===== config.mk =====
export PLATFORM = sky130hd
export DESIGN_NAME = posit_decode_pipe
export DESIGN_NICKNAME = d
export VERILOG_FILES = /design/src/rtl/posit_decode_pipe.sv
export SDC_FILE = /design/constraint.sdc
export NUM_CORES = 1
export LEC_CHECK = 0
export BUFFER_PORTS_ARGS = -buffer_cell sky130_fd_sc_hd__buf_4
export CAP_MARGIN = 0
export CORE_ASPECT_RATIO = 0.75
export CORE_MARGIN = 8
export CORE_UTILIZATION = 55
export DETAILED_ROUTE_END_ITERATION = 10
export GPL_ROUTABILITY_DRIVEN = 0
export GPL_TIMING_DRIVEN = 0
export HOLD_SLACK_MARGIN = 0.03
export PLACE_DENSITY = 0.84
export SLEW_MARGIN = 20
export SYNTH_ARGS = -nofsm -noshare
export SYNTH_HDL_FRONTEND = slang
export SYNTH_SLANG_ARGS = --single-unit
export TNS_END_PERCENT = 10

===== constraint.sdc =====
create_clock -name clk -period 6.3 [get_ports clk]
set_clock_uncertainty 0.15 [all_clocks]
set_input_delay 0.945 -clock clk [delete_from_list [all_inputs] [get_ports clk]]
set_output_delay 0.945 -clock clk [all_outputs]
set_load 0.01 [all_outputs]

===== src/rtl/posit_decode_pipe.sv =====
// Three-stage posit decoder: sign/magnitude, then regime scan, then exponent/fraction extraction.
// One global advance enable moves every stage together under valid/ready flow control.
module posit_decode_pipe #(
    parameter int unsigned N  = 16,
    parameter int unsigned es = 1,
    parameter int unsigned Bs = $clog2(N)
) (
    input  logic                           clk,
    input  logic                           reset,
    input  logic                           in_valid,
    output logic                           in_ready,
    input  logic [N-1:0]                   in_data,
    output logic                           out_valid,
    input  logic                           out_ready,
    output logic                           sign,
    output logic                           is_zero,
    output logic                           is_nar,
    output logic signed [Bs:0]             regime,
    output logic [((es > 0) ? es : 1)-1:0] exp,
    output logic [N-es-3:0]                mant,
    output logic signed [Bs+es:0]          eff_e,
    output logic [1:0]                     occupancy
);

    localparam int unsigned MW = N - 1;
    localparam int unsigned EW = (es > 0) ? es : 1;
    localparam int unsigned FW = N - es - 3;
    localparam int unsigned KW = Bs + 1;
    localparam int unsigned XW = Bs + es + 1;

    logic adv;

    logic          s1_v_q, s1_v_d, s1_sign_q, s1_sign_d;
    logic          s1_zero_q, s1_zero_d, s1_nar_q, s1_nar_d;
    logic [MW-1:0] s1_mag_q, s1_mag_d;

    logic                 s2_v_q, s2_v_d, s2_sign_q, s2_sign_d;
    logic                 s2_zero_q, s2_zero_d, s2_nar_q, s2_nar_d;
    logic [MW-1:0]        s2_mag_q, s2_mag_d;
    logic [Bs-1:0]        s2_run_q, s2_run_d;
    logic signed [KW-1:0] s2_k_q, s2_k_d;

    logic                 s3_v_q, s3_v_d, sign_q, sign_d;
    logic                 is_zero_q, is_zero_d, is_nar_q, is_nar_d;
    logic signed [KW-1:0] regime_q, regime_d;
    logic [EW-1:0]        exp_q, exp_d;
    logic [FW:0]          mant_q, mant_d;
    logic signed [XW-1:0] eff_e_q, eff_e_d;
    logic [1:0]           occ_q, occ_d;

    logic                 run_open;
    logic [Bs-1:0]        run_len;
    logic signed [KW-1:0] k_val;
    logic [KW-1:0]        shamt;
    logic [MW-3:0]        shifted;
    logic [1:0]           shift_unused;
    logic [EW-1:0]        exp_f;
    logic [FW:0]          mant_f;
    logic signed [XW-1:0] eff_f;

    // A stalled output blocks everything; reset forces ready so nothing upstream waits on it.
    always_comb begin
        adv      = !s3_v_q || out_ready;
        in_ready = adv || reset;
    end

    // Regime scan: run of bits equal to the leading magnitude bit, saturating at N-1.
    always_comb begin
        run_open = 1'b1;
        run_len  = '0;
        for (int i = int'(MW) - 1; i >= 0; i--) begin
            if (run_open && (s1_mag_q[i] == s1_mag_q[MW-1])) begin
                run_len = run_len + Bs'(1);
            end else begin
                run_open = 1'b0;
            end
        end
        k_val = s1_mag_q[MW-1] ? (KW'(run_len) - KW'(1)) : (KW'(0) - KW'(run_len));
    end

    // Dropping regime and terminator leaves exp then fraction at the top; bits past the word read 0.
    always_comb begin
        shamt                   = {1'b0, s2_run_q} + KW'(1);
        {shifted, shift_unused} = s2_mag_q << shamt;
        if (es > 0) begin
            exp_f = shifted[MW-3 -: EW];
        end else begin
            exp_f = '0;
        end
        mant_f = {1'b1, shifted[FW-1:0]};
        eff_f  = (XW'(s2_k_q) << es) + XW'(exp_f);
    end

    always_comb begin
        s1_v_d    = s1_v_q;
        s1_sign_d = s1_sign_q;
        s1_zero_d = s1_zero_q;
        s1_nar_d  = s1_nar_q;
        s1_mag_d  = s1_mag_q;
        s2_v_d    = s2_v_q;
        s2_sign_d = s2_sign_q;
        s2_zero_d = s2_zero_q;
        s2_nar_d  = s2_nar_q;
        s2_mag_d  = s2_mag_q;
        s2_run_d  = s2_run_q;
        s2_k_d    = s2_k_q;
        s3_v_d    = s3_v_q;
        sign_d    = sign_q;
        is_zero_d = is_zero_q;
        is_nar_d  = is_nar_q;
        regime_d  = regime_q;
        exp_d     = exp_q;
        mant_d    = mant_q;
        eff_e_d   = eff_e_q;
        if (adv) begin
            s1_v_d    = in_valid;
            s1_sign_d = in_data[N-1];
            s1_mag_d  = in_data[N-1] ? (~in_data[N-2:0] + MW'(1)) : in_data[N-2:0];
            s1_zero_d = (in_data == '0);
            s1_nar_d  = in_data[N-1] && (in_data[N-2:0] == '0);

            s2_v_d    = s1_v_q;
            s2_sign_d = s1_sign_q;
            s2_zero_d = s1_zero_q;
            s2_nar_d  = s1_nar_q;
            s2_mag_d  = s1_mag_q;
            s2_run_d  = run_len;
            s2_k_d    = k_val;

            s3_v_d    = s2_v_q;
            sign_d    = s2_sign_q;
            is_zero_d = s2_zero_q;
            is_nar_d  = s2_nar_q;
            if (s2_zero_q || s2_nar_q) begin
                regime_d = '0;
                exp_d    = '0;
                mant_d   = '0;
                eff_e_d  = '0;
            end else begin
                regime_d = s2_k_q;
                exp_d    = exp_f;
                mant_d   = mant_f;
                eff_e_d  = eff_f;
            end
        end
        occ_d = 2'(s1_v_d) + 2'(s2_v_d) + 2'(s3_v_d);
    end

    always_ff @(posedge clk) begin
        if (reset) begin
            s1_v_q    <= 1'b0;
            s1_sign_q <= 1'b0;
            s1_zero_q <= 1'b0;
            s1_nar_q  <= 1'b0;
            s1_mag_q  <= '0;
            s2_v_q    <= 1'b0;
            s2_sign_q <= 1'b0;
            s2_zero_q <= 1'b0;
            s2_nar_q  <= 1'b0;
            s2_mag_q  <= '0;
            s2_run_q  <= '0;
            s2_k_q    <= '0;
            s3_v_q    <= 1'b0;
            sign_q    <= 1'b0;
            is_zero_q <= 1'b0;
            is_nar_q  <= 1'b0;
            regime_q  <= '0;
            exp_q     <= '0;
            mant_q    <= '0;
            eff_e_q   <= '0;
            occ_q     <= '0;
        end else begin
            s1_v_q    <= s1_v_d;
            s1_sign_q <= s1_sign_d;
            s1_zero_q <= s1_zero_d;
            s1_nar_q  <= s1_nar_d;
            s1_mag_q  <= s1_mag_d;
            s2_v_q    <= s2_v_d;
            s2_sign_q <= s2_sign_d;
            s2_zero_q <= s2_zero_d;
            s2_nar_q  <= s2_nar_d;
            s2_mag_q  <= s2_mag_d;
            s2_run_q  <= s2_run_d;
            s2_k_q    <= s2_k_d;
            s3_v_q    <= s3_v_d;
            sign_q    <= sign_d;
            is_zero_q <= is_zero_d;
            is_nar_q  <= is_nar_d;
            regime_q  <= regime_d;
            exp_q     <= exp_d;
            mant_q    <= mant_d;
            eff_e_q   <= eff_e_d;
            occ_q     <= occ_d;
        end
    end

    assign out_valid = s3_v_q;
    assign sign      = sign_q;
    assign is_zero   = is_zero_q;
    assign is_nar    = is_nar_q;
    assign regime    = regime_q;
    assign exp       = exp_q;
    assign mant      = mant_q;
    assign eff_e     = eff_e_q;
    assign occupancy = occ_q;

endmodule

== Word-level counts from Yosys, hierarchy flattened ==
Cells that the tools add are included.
Word-level totals
  input port bits: 20
  register bits after elaboration: 78
  word-level logic and storage cells: 113
  output and inout bits: 32
Cells by class
  equal/unequal tests: 14
  bitwise logic cells: 1
  shift operators: 1
  $add $sub $neg: 20
  multiplexer cells: 36
  reductions and logical operators: 20
Operators by type and width (count)
  $add A4 B1 Y4 const B: 13
  $mux W4: 13
  $mux W1: 17
  $logic_not A16 Y1: 1
  $add A15 B1 Y15 const B: 1
  $logic_not A15 Y1: 1
  $mux W15: 1
  $not A15 Y15: 1
  $shl A15 B5 Y15: 1
  $eq A1 B1 Y1: 14
  $logic_and A1 B1 Y1: 14
  $mux W13: 1
  $mux W5: 2
  $add A6 B1 Y6: 1
  $mux W6: 1
  $add A4 B1 Y5 const B: 1
  $sub A1 B4 Y5 const A: 1
  $sub A4 B1 Y5 const B: 1
  $logic_or A1 B1 Y1: 3
  $add A1 B1 Y2: 1
  $add A2 B1 Y2: 1
  $mux W2: 1
  $logic_not A1 Y1: 1

== Depth between registers and ports, before layout ==
Gate-level depths: netlist of run 1.
  word-level depth: 30
  gate-level depth with buffers: 29
  mapped depth without buffers: 27

== Worst setup path after synthesis of run 1 ==
OpenSTA, ideal clock, no wires.
  path type: register -> register
  from: register s1_mag_q[14]
  to: register s2_k_q[3]
  path buffers: 4
  data required time: 6.087 ns
  setup slack: 0.883 ns
  library setup time: 0.063 ns
  clock period less this slack: 5.417 ns
  data arrival time: 5.204 ns
  stages on the path, launching flop included: 25
  cells stage by stage: dfxtp_1 -> buf_6 -> buf_2 -> clkbuf_1 -> clkbuf_1 -> xor2_1 -> o22ai_1 -> and2_1 -> ha_1 -> o32ai_1 -> ha_1 -> nor2_1 -> nand2_1 -> o21ai_0 -> ha_1 -> mux2i_1 -> a211oi_1 -> nor2_1 -> ha_1 -> mux2_2 -> a21oi_1 -> a221oi_1 -> or4_4 -> a2111oi_2 -> nand3b_1
Between the ends
  cells in the longest elaborated chain, start to end: 30
  elaborated cells between the ends (all ways): 70
  classes of those cells: 15 x add/sub; 14 x eq/ne; 28 x mux; 13 x reduce/logical
Ends and longest elaborated chain
  from (decl): line 35  | logic [MW-1:0] s1_mag_q, s1_mag_d;
  from (signal assigned): line 177  | s1_mag_q <= s1_mag_d;
  $eq A1 B1 Y1: line 72  | if (run_open && (s1_mag_q[i] == s1_mag_q[MW-1])) begin
  $mux W2 / $mux W1 (equally long branches): line 72
  $add A4 B1 Y4 / $logic_and A1 B1 Y1 (equally long branches): line 73, 72
  $mux W4 / $mux W1 (equally long branches): line 72
  $add A4 B1 Y4 / $logic_and A1 B1 Y1 (equally long branches): line 73, 72
  $mux W4 / $mux W1 (equally long branches): line 72
  $add A4 B1 Y4 / $logic_and A1 B1 Y1 (equally long branches): line 73, 72
  $mux W4 / $mux W1 (equally long branches): line 72
  [... 14 more ...]
  $add A4 B1 Y4 / $logic_and A1 B1 Y1 (equally long branches): line 73, 72
  $mux W4 / $mux W1 (equally long branches): line 72
  $add A4 B1 Y4 / $logic_and A1 B1 Y1 (equally long branches): line 73, 72
  $mux W4 / $mux W1 (equally long branches): line 72
  $add A4 B1 Y4 / $logic_and A1 B1 Y1 (equally long branches): line 73, 72
  $mux W4: line 72
  $sub A1 B4 Y5 / $sub A4 B1 Y5 (equally long branches): line 78  | k_val = s1_mag_q[MW-1] ? (KW'(run_len) - KW'(1)) : (KW'(0) - KW'(run_len));
  $mux W5 (*): line 78
  to (signal assigned): line 184  | s2_k_q <= s2_k_d;
  to (decl): line 41  | logic signed [KW-1:0] s2_k_q, s2_k_d;
Mark *: on every way between the ends. The rest lies on a longest branch, timed or not.
A chain may end at the register's enable or synchronous reset.

== Final worst setup path of run 1 ==
  from: register s1_mag_q[14]
  to: register s2_k_q[4]
The elaborated chain is that of the path after synthesis.

==> results of run 1 <==
==> kinds of logic (layout without fill, tap and decap cells) <==
logic type / count (synthesis) / after routing / share of synthesized area [%]
buffers and inverters: 64 / 130 / 6.245
xor gates and xnor gates: 32 / 32 / 6.807
DFF: 72 / 72 / 32.41
AOI/OAI and AO/OA: 150 / 150 / 21.89
muxes: 22 / 22 / 5.485
and+or+nand+nor: 237 / 237 / 23.63
adders and majority gates: 12 / 12 / 3.544
==> repair_timing <==
action / in CTS / in global routing
pin swaps: 0 / 0
resized for setup: 1 / 1
endpoints found under the setup margin: 1 / 4
cloned: 0 / 0
buffers inserted: 0 / 0
==> state kept, by name (all words and copies together) (netlist names), 2 cells and up <==
| name | flops |
|---|---|
| s1_mag_q | 15 |
| s2_mag_q | 15 |
| mant | 13 |
| regime | 5 |
| s2_k_q | 5 |
| s2_run_q | 4 |
| occupancy | 2 |
==> cells in the mapped netlist, types with 9 or more instances <==
cell type                  number  area (µm²)
sky130_fd_sc_hd__xnor2_1       12       105.1
sky130_fd_sc_hd__dfxtp_1       72        1441
sky130_fd_sc_hd__nand2b_1       9       56.30
sky130_fd_sc_hd__nor2_1        61       229.0
sky130_fd_sc_hd__nand3_1       11       55.05
sky130_fd_sc_hd__nor3_1        10       50.05
sky130_fd_sc_hd__inv_1         18       67.56
sky130_fd_sc_hd__ha_1          11       137.6
sky130_fd_sc_hd__mux2i_1       15       150.1
sky130_fd_sc_hd__xor2_1        18       157.7
sky130_fd_sc_hd__nand2_1      107       401.6
sky130_fd_sc_hd__a22o_1         9       78.83
sky130_fd_sc_hd__clkbuf_1      24       90.09
sky130_fd_sc_hd__o21ai_0       26       130.1
sky130_fd_sc_hd__a211oi_1      21       157.7
sky130_fd_sc_hd__a21oi_1       53       265.3
==> final timing paths <==
kind / start / endpoint / slack [ns] / depth (start not counted)
worst max register to register: s1_mag_q[14]$_SDFFE_PP0N_ / s2_k_q[4]$_SDFFE_PP0N_ / 0.39 / 26
worst min register to register: s2_sign_q$_SDFFE_PP0N_ / s2_sign_q$_SDFFE_PP0N_ / 0.30 / 2
worst max-delay path: s1_mag_q[14]$_SDFFE_PP0N_ / s2_k_q[4]$_SDFFE_PP0N_ / 0.39 / 26
worst min-delay path: s2_sign_q$_SDFFE_PP0N_ / s2_sign_q$_SDFFE_PP0N_ / 0.30 / 2
==> critical path, stage by stage, from the launching register on <==
cell and delay [ns]:
sky130_fd_sc_hd__dfxtp_1 0.33, sky130_fd_sc_hd__buf_6 0.13, sky130_fd_sc_hd__buf_2 0.32, sky130_fd_sc_hd__clkbuf_2 0.36
sky130_fd_sc_hd__xor2_1 0.17, sky130_fd_sc_hd__o22ai_1 0.11, sky130_fd_sc_hd__and2_1 0.18, sky130_fd_sc_hd__ha_1 0.33
sky130_fd_sc_hd__o32ai_1 0.43, sky130_fd_sc_hd__ha_1 0.37, sky130_fd_sc_hd__nor2_1 0.21, sky130_fd_sc_hd__nand2_1 0.06
sky130_fd_sc_hd__o21ai_0 0.08, sky130_fd_sc_hd__ha_1 0.16, sky130_fd_sc_hd__mux2i_1 0.10, sky130_fd_sc_hd__a211oi_1 0.27
sky130_fd_sc_hd__nor2_1 0.08, sky130_fd_sc_hd__ha_1 0.28, sky130_fd_sc_hd__mux2_2 0.13, sky130_fd_sc_hd__a21oi_1 0.07
sky130_fd_sc_hd__a221oi_2 0.35, sky130_fd_sc_hd__inv_1 0.11, sky130_fd_sc_hd__ha_1 0.24, sky130_fd_sc_hd__inv_1 0.06
sky130_fd_sc_hd__nor2_1 0.05, sky130_fd_sc_hd__a2111oi_0 0.54, sky130_fd_sc_hd__a311o_1 0.20
==> stage by stage <==
| stage | power, mW | setup WS (ns) |
|---|---|---|
| 6_report | 1.440 | 0.3870 |
| 5_1_grt | 1.517 | 0.04793 |
| 4_1_cts | 1.433 | 0.02251 |
| 3_5_place_dp | 1.028 | -0.1184 |
| 3_3_place_gp | 1.006 | 0.1719 |
| 2_1_floorplan | 0.8877 | 0.8833 |
==> per-layer routing <==
metal | GRT usage (%) | up-vias
li1 | - | 2175
met1 | 26.36 | 2065
met2 | 34.01 | 211
met3 | 7.267 | 30
met4 | 7.461 | 0
met5 | 0 | -
==> area by class of cell <==
class                   instances  area [µm²]
clock inverters                 6       82.58
clock buffers                  10       137.6
well taps                     105       131.4
flip-flops and latches         72        1441
multi-input cells             453        2735
repair buffers                 51       382.9
fillers                       653        2696
plain buffers                  44       203.9
inverters                      19       71.32
==> report_power, final <==
| group | internal [mW] | leakage [nW] | switching, mW |
|---|---|---|---|
| Combinational | 0.214 | 1.47 | 0.280 |
| Clock | 0.231 | 0.112 | 0.178 |
| Sequential | 0.501 | 0.593 | 0.0350 |
==> results.md, run 1 <==
Worst setup path:
- The critical path is of the flop to flop type.
- Data on the critical path is required at its endpoint by 6.46 ns.
- The type of element capturing the critical path is a flop.
- The nature of the critical path startpoint is a flop.
- Of all nets on the critical path, the largest fanout is 19.
- The arrival time reported for the critical path endpoint is 6.07 ns.

Routing:
- The first-pass detailed-route iteration total is 5.
- The number of violations reported at the end of detailed-routing iteration 0 is 306.
- The post-detailed-route wirelength per cell is 15.75 µm.
- For this run, design rule violations remaining after detail routing come to 0.
- The count of nets left with antenna violations once routing finished came out at 0.
- The sum of met2 wire segment lengths after detailed routing is 5227 µm.
- After detailed routing, the met3 layer carries 1213 µm of wire.
- Dividing the detail-routed via count by the number of cells gives 5.896.
- The detailed router put a total of 5291 µm of wire on met1.
- For this block, the routed nets add up to 11970 µm of wire.
- The via count is 4481.
- The highest layer touched by signal routing is met4.

Logic synthesis:
- After synthesis the netlist holds a flip-flop and latch count of 72.
- Yosys printed 0 warnings.
- The number of enable flip-flop cells after synthesis is 0.
- The number of different library cells used by synthesis comes to between 60 and 70.
- Each instance of the synthesized netlist takes up on average 7.552 µm².
- The fraction of registers with async set/reset is 0%.
- The sequential-to-total area share from yosys stat is 32.41%.
- The number of nets in the synthesized netlist is 621.
- The cell count after synthesis came out at 589.
- The mapped netlist covers 4448 µm².
- For this run, the leading register cell type out of synthesis is sky130_fd_sc_hd__dfxtp_1.

Final layout:
- The net total in the final layout is between 600 and 700.
- The area added between synthesis and finish is 16.60%.
- The filler-free cell count of the finished design is 760.
- Cells with a size suffix above 1 make up 14.81% of the layout.
- In the layout the commonest cells are sky130_fd_sc_hd__nand2_1, sky130_fd_sc_hd__dfxtp_1, sky130_fd_sc_hd__nor2_1, sky130_fd_sc_hd__buf_4, sky130_fd_sc_hd__a21oi_1.
- The number of antenna diodes in the final layout is 0.
- The core occupancy in the finished layout is 65.79%.
- The library cell used most frequently in the layout, excluding fill and tap cells, is sky130_fd_sc_hd__nand2_1.
- Summing all non-filler instances in the final layout gives an area of just over 5000 µm².

Timing:
- Across all hold checks on the routed design, the worst slack comes to about 0.30 ns.
- The worst slew margin relative to its limit is roughly half.
- Setup repair after global routing left no endpoint under its margin.
- The final worst-path cycle share is 93.86%.
- Setup violations remaining at the end of the flow were counted as 0.
- The worst path in the final design needs a cycle of 5.913 ns, including I/O delays and setup.
- The number of pins exceeding their max-slew limit in the final report is 0.
- The maximum achievable frequency is 0.1691 GHz.
- The number of hold violations in the final report is 0.
- The setup total negative slack is 0 ns.
- The transition at the pin with the smallest max-transition slack is 0.7525 ns.

Clock network:
- The clock passes through at most 2 buffers.
- For the worst-skew pair, the clock arrives at the later sink with an insertion delay of 0.36 ns.
- The CTS root buffer is sky130_fd_sc_hd__clkbuf_8.
- Buffers inserted to repair hold after CTS numbered 0.
- The number of H-tree levels is 3.
- The clock sink total is 72.
- The total CTS buffers is 9.
- TritonCTS built the clock tree.
- After clock tree synthesis, the clock-pin slew on the worst setup and hold paths is approximately 0.080 ns.

GRT:
- The first global-routing pass estimated just under 20000 µm of wire.
- The maximum number of pins on one net before global-route repair is 13.
- The total congestion overflow after global routing is 0.
- The number of global-route vias before repair is 4191.
- The number of antenna violations at the first check in global routing is 0.
- The total track usage is 21.32%.

Power:
- The worst-case IR drop observed on VDD is 0.2029 mV.
- In this run the static leakage power is 2.176 nW.
- The total power divided by cell area is ~280 nW/µm².

Placed design:
- The count of buffers from port buffering is 51.
- The post-place instance area is 4962 µm².
- The cell count after placement is ~750.
- Once detailed placement completed, the half-perimeter wirelength came to between 9000 and 10000 µm.

Floorplan:
- The total area inside the core boundary comes to 7883 µm².
- The overall die area is ~11000 µm².
- Measured along the x axis, the die boundary spans roughly 120 µm.
- From bottom edge to top edge, the die measures approximately 94 µm.
- For this design the top-level I/O count stands at 52.
- Once the floorplan was initialized, standard cells occupied 56.43% of the core.
- The floorplan has 28 rows.

Run status:
- The run finished with clean final reports.

Flow run:
- The tool flagged a number of max-cap violations equal to 0.

Min path:
- The type of the most critical hold path is flop to flop.
Note: power is estimated with default switching activity, not from simulation.
==> run 2: changes to the inputs <==
--- a/config.mk
+++ b/config.mk
@@ -9,12 +9,12 @@
 export CAP_MARGIN = 0
 export CORE_ASPECT_RATIO = 0.75
 export CORE_MARGIN = 8
-export CORE_UTILIZATION = 55
+export CORE_UTILIZATION = 30
 export DETAILED_ROUTE_END_ITERATION = 10
 export GPL_ROUTABILITY_DRIVEN = 0
 export GPL_TIMING_DRIVEN = 0
 export HOLD_SLACK_MARGIN = 0.03
-export PLACE_DENSITY = 0.84
+export PLACE_DENSITY = 0.55
 export SLEW_MARGIN = 20
 export SYNTH_ARGS = -nofsm -noshare
 export SYNTH_HDL_FRONTEND = slang
==> run 2 against run 1 <==
Compared with the run above: via count fell by 3.2%; worst hold slack got worse by 0.0017 ns; sequential power about the same; critical path depth fell by 3; non-clock buffer count did not move; register-to-register slack gained 0.06 ns; critical path type unchanged; largest cell class unchanged; highest routed layer unchanged.
==> results.md, run 2 (synthesis results as in run 1) <==
Run status:
- The flow ran to the end, and the final reports show no timing, DRC or antenna violations.

Final layout:
- The library cell used most frequently in the layout, excluding fill and tap cells, is sky130_fd_sc_hd__nand2_1.
- The core occupancy in the finished layout is 37.31%.
- The top cell types in the final layout, fill and taps aside, are sky130_fd_sc_hd__nand2_1, sky130_fd_sc_hd__dfxtp_1, sky130_fd_sc_hd__nor2_1, sky130_fd_sc_hd__buf_4, sky130_fd_sc_hd__a21oi_1.
- In the final design database the tool counted 682 nets.
- The final-layout fill cell count is 1516.
- Across the whole layout, storage elements account for 1441 µm².
- The final non-filler cell area is 5410 µm².
- The multi-input combinational cells in the finished layout cover a total of 2735 µm².
- From synthesis to final layout, the design area changed by 21.63%.
- In the final layout, the share of cells above drive strength 1 is around 15%.

Worst setup path:
- The slowest library cell on the worst path is sky130_fd_sc_hd__or4_4.
- The cell depth of the worst flop-to-flop path is 23.
- The reg-to-reg endpoint is s2_k_q[3]$_SDFFE_PP0N_.
- The classification of the worst setup path is flop to flop.
- The source of the worst register-to-register timing path is s1_mag_q[14]$_SDFFE_PP0N_.
- The arrival time reported for the critical path endpoint is 5.97 ns.
- The type of element capturing the critical path is a flop.
- The top fanout value on the critical path is 19.
- Counting stages on the worst path, the most repeated cell is sky130_fd_sc_hd__ha_1.
- The signal on the critical path passes through buf_6, clkbuf_4, clkbuf_2, xor2_1, o22ai_1, and2_1, ha_1, o32ai_1, ha_1, nor2_1, nand2_1, o21ai_0, ha_1, mux2i_1, a211oi_1, nor2_1, ha_1, mux2_2, a21oi_1, a221oi_2, or4_4, a2111oi_2, nand3b_1.
- STA classifies the critical path startpoint as a flop.
- For flop-to-flop paths, the worst setup slack is 0.45 ns.
- Data on the critical path is required at its endpoint by between 6 and 7 ns.
- The peak per-stage delay on the critical path is 0.55 ns.

Min path:
- The launch instance of the worst min-delay path is mant[12]$_SDFFE_PP0N_.
- The tightest min-delay check is of the flop to flop type.
- The number of cells on the worst hold path is 1.
- The endpoint with the worst hold slack is mant[12]$_SDFFE_PP0N_.

Floorplan:
- The y dimension of the die is 121.5 µm.
- Row generation in the floorplan step produced 38 rows.
- The overall die area is 19020 µm².
- The die is 156.6 µm wide.
- For this design the top-level I/O count stands at 52.
- The region available for standard cell placement spans 14500 µm².
- Once the floorplan was initialized, standard cells occupied a little under a third of the core.

Clock network:
- For this design, the CTS-stage hold fixing added 0 buffers.
- The clock tree synthesis step divided the H-tree into 3 levels.
- The number of clock buffers added by TritonCTS is 9.
- The clock tree from TritonCTS is built.
- The clock latency reported for the late side of the worst-skew pair is 0.33 ns.
- The clock slew seen by the registers of the worst setup and hold paths is 0.06 ns.
- The CTS root buffer is sky130_fd_sc_hd__clkbuf_16.
- The clock sink total is 72.
- The maximum clock insertion buffer count is 2.

Routing:
- Wires add up to 13240 µm.
- Dividing the detail-routed wire length by the instance count gives 15.46 µm.
- The first routing iteration left 383 violations.
- In this run the remaining antenna-violating nets after routing total 0.
- The via count is around 4.3k.
- Dividing the detail-routed via count by the number of cells gives 5.068.
- The first-pass detailed-route iteration total is 5.
- The number of DRC violations after detailed routing is 0.

GRT:
- The number of global-route vias before repair is 4115.
- Summed over all layers, the global routing overflow is 0.
- The number of antenna violations at the first check in global routing is 0.
- Entering global routing, the biggest net connects 20 pins.
- The global-route wire length before repair is 21600 µm.
- Global routing consumed, over all layers together, 14.13% of the routing resources.

Power:
- The switching share of power is 32.81%.
- The share of total power dissipated in the clock network is roughly a third.
- Registers are responsible for 34.0% of the overall power.
- The net switching power of the design is 519.3 µW.
- Cell internal power was estimated by the tool at approximately 1.1 mW.
- The analysis attributes to cell leakage a power of about 2.2 nW.
- VDD sags by at most between 0.15 and 0.2 mV.
- The total power divided by cell area is between 200 and 300 nW/µm².
- The design draws 1.583 mW.
- The share of power burned in combinational logic is 31.4%.

Timing:
- For the pin with the worst max-slew slack, the measured transition is 0.8179 ns.
- Of the available clock period, the critical path in the final layout requires between 90% and 100%.
- The maximum achievable frequency is approximately 0.17 GHz.
- The setup violation total in the final timing report is 0.
- The worst slew margin relative to its limit is a little under half.
- The number of hold violations in the final report is 0.
- Setup repair after global routing left no endpoint under its margin.
- The number of pins exceeding their max-slew limit in the final report is 0.
- The worst hold slack after final layout is around 0.30 ns.
- The clock period could shrink to 5.853 ns.

Placed design:
- Input and output buffers added on the ports amount to 51.
- The total half-perimeter wirelength after legalization and detailed placement is 10460 µm.
- Once placement finished, the instance area stood at about 5100 µm².

Flow run:
- The max-capacitance violation count is 0.
## run 2: how the worst max path moves through the flow
| stage | start | end | slack [ns] | cells past startpoint |
|---|---|---|---|---|
| 3_5_place_dp | s1_mag_q[14]$_SDFFE_PP0N_ | s2_k_q[4]$_SDFFE_PP0N_ | -0.21 | 27 |
| 4_1_cts | s1_mag_q[14]$_SDFFE_PP0N_ | s2_k_q[4]$_SDFFE_PP0N_ | 0.30 | 26 |
| 5_1_grt | s1_mag_q[14]$_SDFFE_PP0N_ | s2_k_q[3]$_SDFFE_PP0N_ | 0.05 | 23 |
| 6_report | s1_mag_q[14]$_SDFFE_PP0N_ | s2_k_q[3]$_SDFFE_PP0N_ | 0.45 | 23 |
| 2_1_floorplan | s1_mag_q[14]$_SDFFE_PP0N_ | s2_k_q[3]$_SDFFE_PP0N_ | 0.88 | 24 |
| 3_3_place_gp | s1_mag_q[14]$_SDFFE_PP0N_ | s2_k_q[4]$_SDFFE_PP0N_ | -0.04 | 27 |
## run 2: final cells by class
type / count / area share (%)
diodes: 1 / 0.04625
inverters: 19 / 1.318
clock inverters: 7 / 1.758
repair buffers: 51 / 7.077
clock buffers: 9 / 4.163
multi-input cells: 453 / 50.55
well taps: 200 / 4.625
plain buffers: 44 / 3.816
flip-flops and latches: 72 / 26.64
## run 2: repair_timing
action / in CTS / in global routing
buffers inserted: 0 / 0
resized for setup: 1 / 2
endpoints found under the setup margin: 4 / 2
## run 2: worst max-delay path, delay by kind of cell (launching register included)
kind	cells	cell delay [ns]
AO/OA/AOI/OAI	7	1.38
XOR/XNOR	1	0.19
multiplexers	2	0.50
adder cells (fa/ha/maj)	4	1.19
buffers and inverters	3	0.76
AND/OR/NAND/NOR	6	1.28
flip-flops	1	0.32
## run 2: metal layers
layer	routed length (µm)	vias to the layer above	share of wire (%)	track usage (%)
li1	-	2176	-	-
met1	6875	2006	52	20.40
met2	5268	146	40	20.45
met3	1012	10	7.6	3.986
met4	80	0	0.60	2.635
met5	0	-	0	0
## run 2: stage by stage
step / cells / worst slack, ns / TNS [ns]
6_report: 856 / 0.4465 / 0
4_1_cts: 855 / 0.3002 / 0
3_5_place_dp: 840 / -0.2114 / -0.4650
3_3_place_gp: 840 / -0.03676 / -0.06732
2_1_floorplan: 589 / 0.8833 / 0
5_1_grt: 855 / 0.04745 / 0
## run 2: power groups by stage
stage | logic [mW] | registers [mW] | clock network (mW)
3_5_place_dp | 0.489 | 0.548 | 0
3_3_place_gp | 0.478 | 0.546 | 0
6_report | 0.497 | 0.538 | 0.547
5_1_grt | 0.554 | 0.545 | 0.584
4_1_cts | 0.492 | 0.538 | 0.560
2_1_floorplan | 0.341 | 0.547 | 0
==> run 3: changes to the inputs <==
--- a/config.mk
+++ b/config.mk
@@ -7,7 +7,6 @@
 export LEC_CHECK = 0
 export BUFFER_PORTS_ARGS = -buffer_cell sky130_fd_sc_hd__buf_4
 export CAP_MARGIN = 0
-export CORE_ASPECT_RATIO = 0.75
 export CORE_MARGIN = 8
 export CORE_UTILIZATION = 30
 export DETAILED_ROUTE_END_ITERATION = 10
==> run 3 against run 2 <==
Compared with the run above: register-to-register slack improved by 0.15 ns; worst hold slack improved by 0.0052 ns; flip-flop and latch count unchanged; sequential power is essentially flat.
==> results.md, run 3 (synthesis results as in run 1) <==
Timing:
- The number of hold violations in the final report is 0.
- The number of pins exceeding their max-slew limit in the final report is 0.
- Counting I/O delays and the setup requirement, the final critical path takes around 5.7 ns.
- Derived from the worst setup path, the maximum achievable clock frequency is between 0.15 and 0.2 GHz.
- Setup repair after global routing left no endpoint under its margin.
- Setup violations remaining at the end of the flow were counted as 0.
- In this run the tightest slew margin relative to its limit is 55.41%.
- The final worst-path cycle share is 90.52%.
- For the pin with the worst max-slew slack, the measured transition is about 0.66 ns.

Routing:
- The sum of routed wire segments on met1 is 6019 µm.
- The per-cell via count in the routed design is 5.177.
- Wires add up to 12730 µm.
- After detailed routing, no signal wire sits above met4.
- The number of DRC violations after detailed routing is 0.
- Dividing the detail-routed wire length by the instance count gives 15.20 µm.
- The first-pass detailed-route iteration total is 5.
- The number of nets with antenna violations after detailed routing is 0.
- The detailed router finished its first iteration with 254 violations.
- The routed design uses 849 µm of met3 wire.
- The via count is 4338.
- Detailed routing placed a total of 5706 µm of wire on met2.

GRT:
- The total track usage is 13.88%.
- The maximum number of pins on one net before global-route repair is 12.
- The total congestion overflow after global routing is 0.
- The global-route wire length before repair is 20920 µm.
- The number of antenna violations at the first check in global routing is 0.
- The number of global-route vias before repair is 4233.

Placed design:
- After detailed placement, the total cell area comes to 5061 µm².
- The total half-perimeter wirelength after legalization and detailed placement is 10220 µm.
- Input and output buffers added on the ports amount to 51.
- The cell count after placement is around 820.

Final layout:
- The most common library cell in the layout ignoring fill and taps is sky130_fd_sc_hd__nand2_1.
- The multi-input combinational cells in the finished layout cover a total of 2743 µm².
- Of the cells placed in the final design, the portion with a size suffix greater than 1 is 14.68%.
- The net total in the final layout is 682.
- The count of antenna diodes in the layout is 0.
- Relative to the synthesized area, the layout overhead comes to 20.31%.
- The layout has roughly 1.6k filler cells.
- The area used by sequential logic in the layout is 1441 µm².
- After the flow finishes, the layout carries non-filler instances totaling 838.
- After routing the design area is 5351 µm².
- The library cells used most frequently in the layout, excluding fill and tap cells, are sky130_fd_sc_hd__nand2_1, sky130_fd_sc_hd__dfxtp_1, sky130_fd_sc_hd__nor2_1, sky130_fd_sc_hd__buf_4, sky130_fd_sc_hd__a21oi_1.

Power:
- Combinational cells account for 33.0% of the total power.
- Net switching is 33.31% of the power.
- Internal power comes to 1.002 mW.
- The analysis attributes to net switching a power of approximately 500 µW.
- The part of the total power dissipated in sequential elements is a little over a third.
- VDD sags by at most 0.1180 mV.
- The static power due to leakage is 2.202 nW.
- The clock share of power is 31.2%.
- In this run the power density over the cells is 280.7 nW/µm².

Min path:
- In this run the most critical hold path is launched from sign$_SDFFE_PP0N_.
- The type of the most critical hold path is flop to flop.

Worst setup path:
- The cell repeated most along the worst path is sky130_fd_sc_hd__ha_1.
- Broken down by cell family, the worst path's largest delay share belongs to simple AND/OR/NAND/NOR gates.
- STA classifies the critical path endpoint as a flop.
- Traced cell by cell, the critical path runs through buf_2, nor4_1, a2bb2o_1, buf_2, nand2_1, and2_1, ha_1, o32ai_2, ha_1, nor2_1, nand2_1, o21ai_0, ha_1, mux2i_1, a211oi_1, nor2_1, ha_1, mux2_2, a21oi_1, a221oi_2, or4_4, a2111oi_2, nand3b_1.
- The worst setup path is of the flop to flop kind.
- The peak per-stage delay on the critical path is 0.55 ns.
- The slowest library cell on the worst path is sky130_fd_sc_hd__or4_4.
- The worst path required time is 6.43 ns.
- Of all nets on the critical path, the largest fanout is 9.
- The source of the critical timing path is s1_mag_q[12]$_SDFFE_PP0N_.
- The source of the worst register-to-register timing path is s1_mag_q[12]$_SDFFE_PP0N_.
- The arrival time reported for the critical path endpoint is 5.83 ns.
- The count of buffering cells on the critical path with inverters included is 2.
- The nature of the critical path startpoint is a flop.

Flow run:
- The max-capacitance violation count is 0.

Clock network:
- The tree is rooted in a sky130_fd_sc_hd__clkbuf_16.
- The clock sink total is 72.
- The post-CTS setup buffer count is 0.
- Clock tree synthesis inserted a total of 9 buffers.
- The maximum clock insertion buffer count is 2.
- The clock tree synthesis step divided the H-tree into 3 levels.
- After clock tree synthesis, the clock-pin slew on the worst setup and hold paths is 0.05 ns.
- The clock latency reported for the late side of the worst-skew pair is approximately 0.34 ns.
- The clock tree from TritonCTS is built.

Floorplan:
- The core region is 14530 µm².
- Measured along the y axis, the die boundary spans 137.8 µm.
- The number of ports placed on the die boundary is 52.
- Once the floorplan was initialized, standard cells occupied 30.60% of the core.
- The count of standard-cell rows is 44.
- The overall die area is approximately 19000 µm².
- The floorplan die width is 137.8 µm.

Run status:
- The flow ran to the end, and the final reports show no timing, DRC or antenna violations.
-- run 3: cell count changes in the layout (fill, tap and decap cells not counted), sizes merged --
cell / delta
bufinv: -2
clkbuf: +3
clkinv: -1
diode: -1
inv: -1
-- run 3: tightest hold or removal path, cell delays in order, from the launching register on --
cell and delay [ns]:
sky130_fd_sc_hd__dfxtp_1 0.31, sky130_fd_sc_hd__nand2_1 0.05, sky130_fd_sc_hd__a21oi_1 0.05
-- run 3: worst paths after layout --
path,endpoint,slack (ns),cells past startpoint
worst max-delay path,s2_k_q[3]$_SDFFE_PP0N_,0.60,23
worst min-delay path,sign$_SDFFE_PP0N_,0.31,2
worst max register to register,s2_k_q[3]$_SDFFE_PP0N_,0.60,23
worst min register to register,sign$_SDFFE_PP0N_,0.31,2
-- run 3: area by class of cell --
type,count,share of cell area (%)
multi-input combinational,453,51.25
sequential,72,26.93
timing repair buffer,51,7.155
clock buffer,12,4.793
tap,184,4.302
buffer,44,3.905
inverter,19,1.333
clock inverter,3,0.3273
-- run 3: per-stage QoR --
| step | total power, mW | TNS [ns] | setup WS, ns | util [%] | hold slack, ns |
|---|---|---|---|---|---|
| 2_1_floorplan | 0.8877 | 0 | 0.8833 | - | 0.2812 |
| 3_3_place_gp | 1.021 | 0 | 0.008835 | 34.82 | 0.2910 |
| 3_5_place_dp | 1.037 | -0.3076 | -0.1454 | 34.82 | 0.2971 |
| 4_1_cts | 1.508 | 0 | 0.01777 | 36.72 | 0.3083 |
| 5_1_grt | 1.598 | 0 | 0.1354 | 36.82 | 0.3320 |
| 6_report | 1.502 | 0 | 0.5971 | 36.82 | 0.3068 |
-- run 3: timing repair --
action                     in CTS  in global routing
setup endpoints to repair       3                  4
gates resized for setup         1                  8
cloned                          0                  0
hold buffers                    0                  0
-- run 3: power groups by stage --
stage / clock network (mW) / registers, mW / logic (mW)
floorplan: 0 / 0.547 / 0.341
global placement: 0 / 0.545 / 0.475
detailed placement: 0 / 0.548 / 0.489
CTS: 0.478 / 0.538 / 0.491
global route: 0.500 / 0.545 / 0.553
finish: 0.469 / 0.538 / 0.495
-- run 3: layer usage --
| metal | up-vias | global-route usage (%) |
|---|---|---|
| li1 | 2176 | - |
| met3 | 16 | 4.194 |
| met1 | 2026 | 17.70 |
| met5 | - | 0 |
| met2 | 120 | 22.07 |
| met4 | 0 | 4.060 |
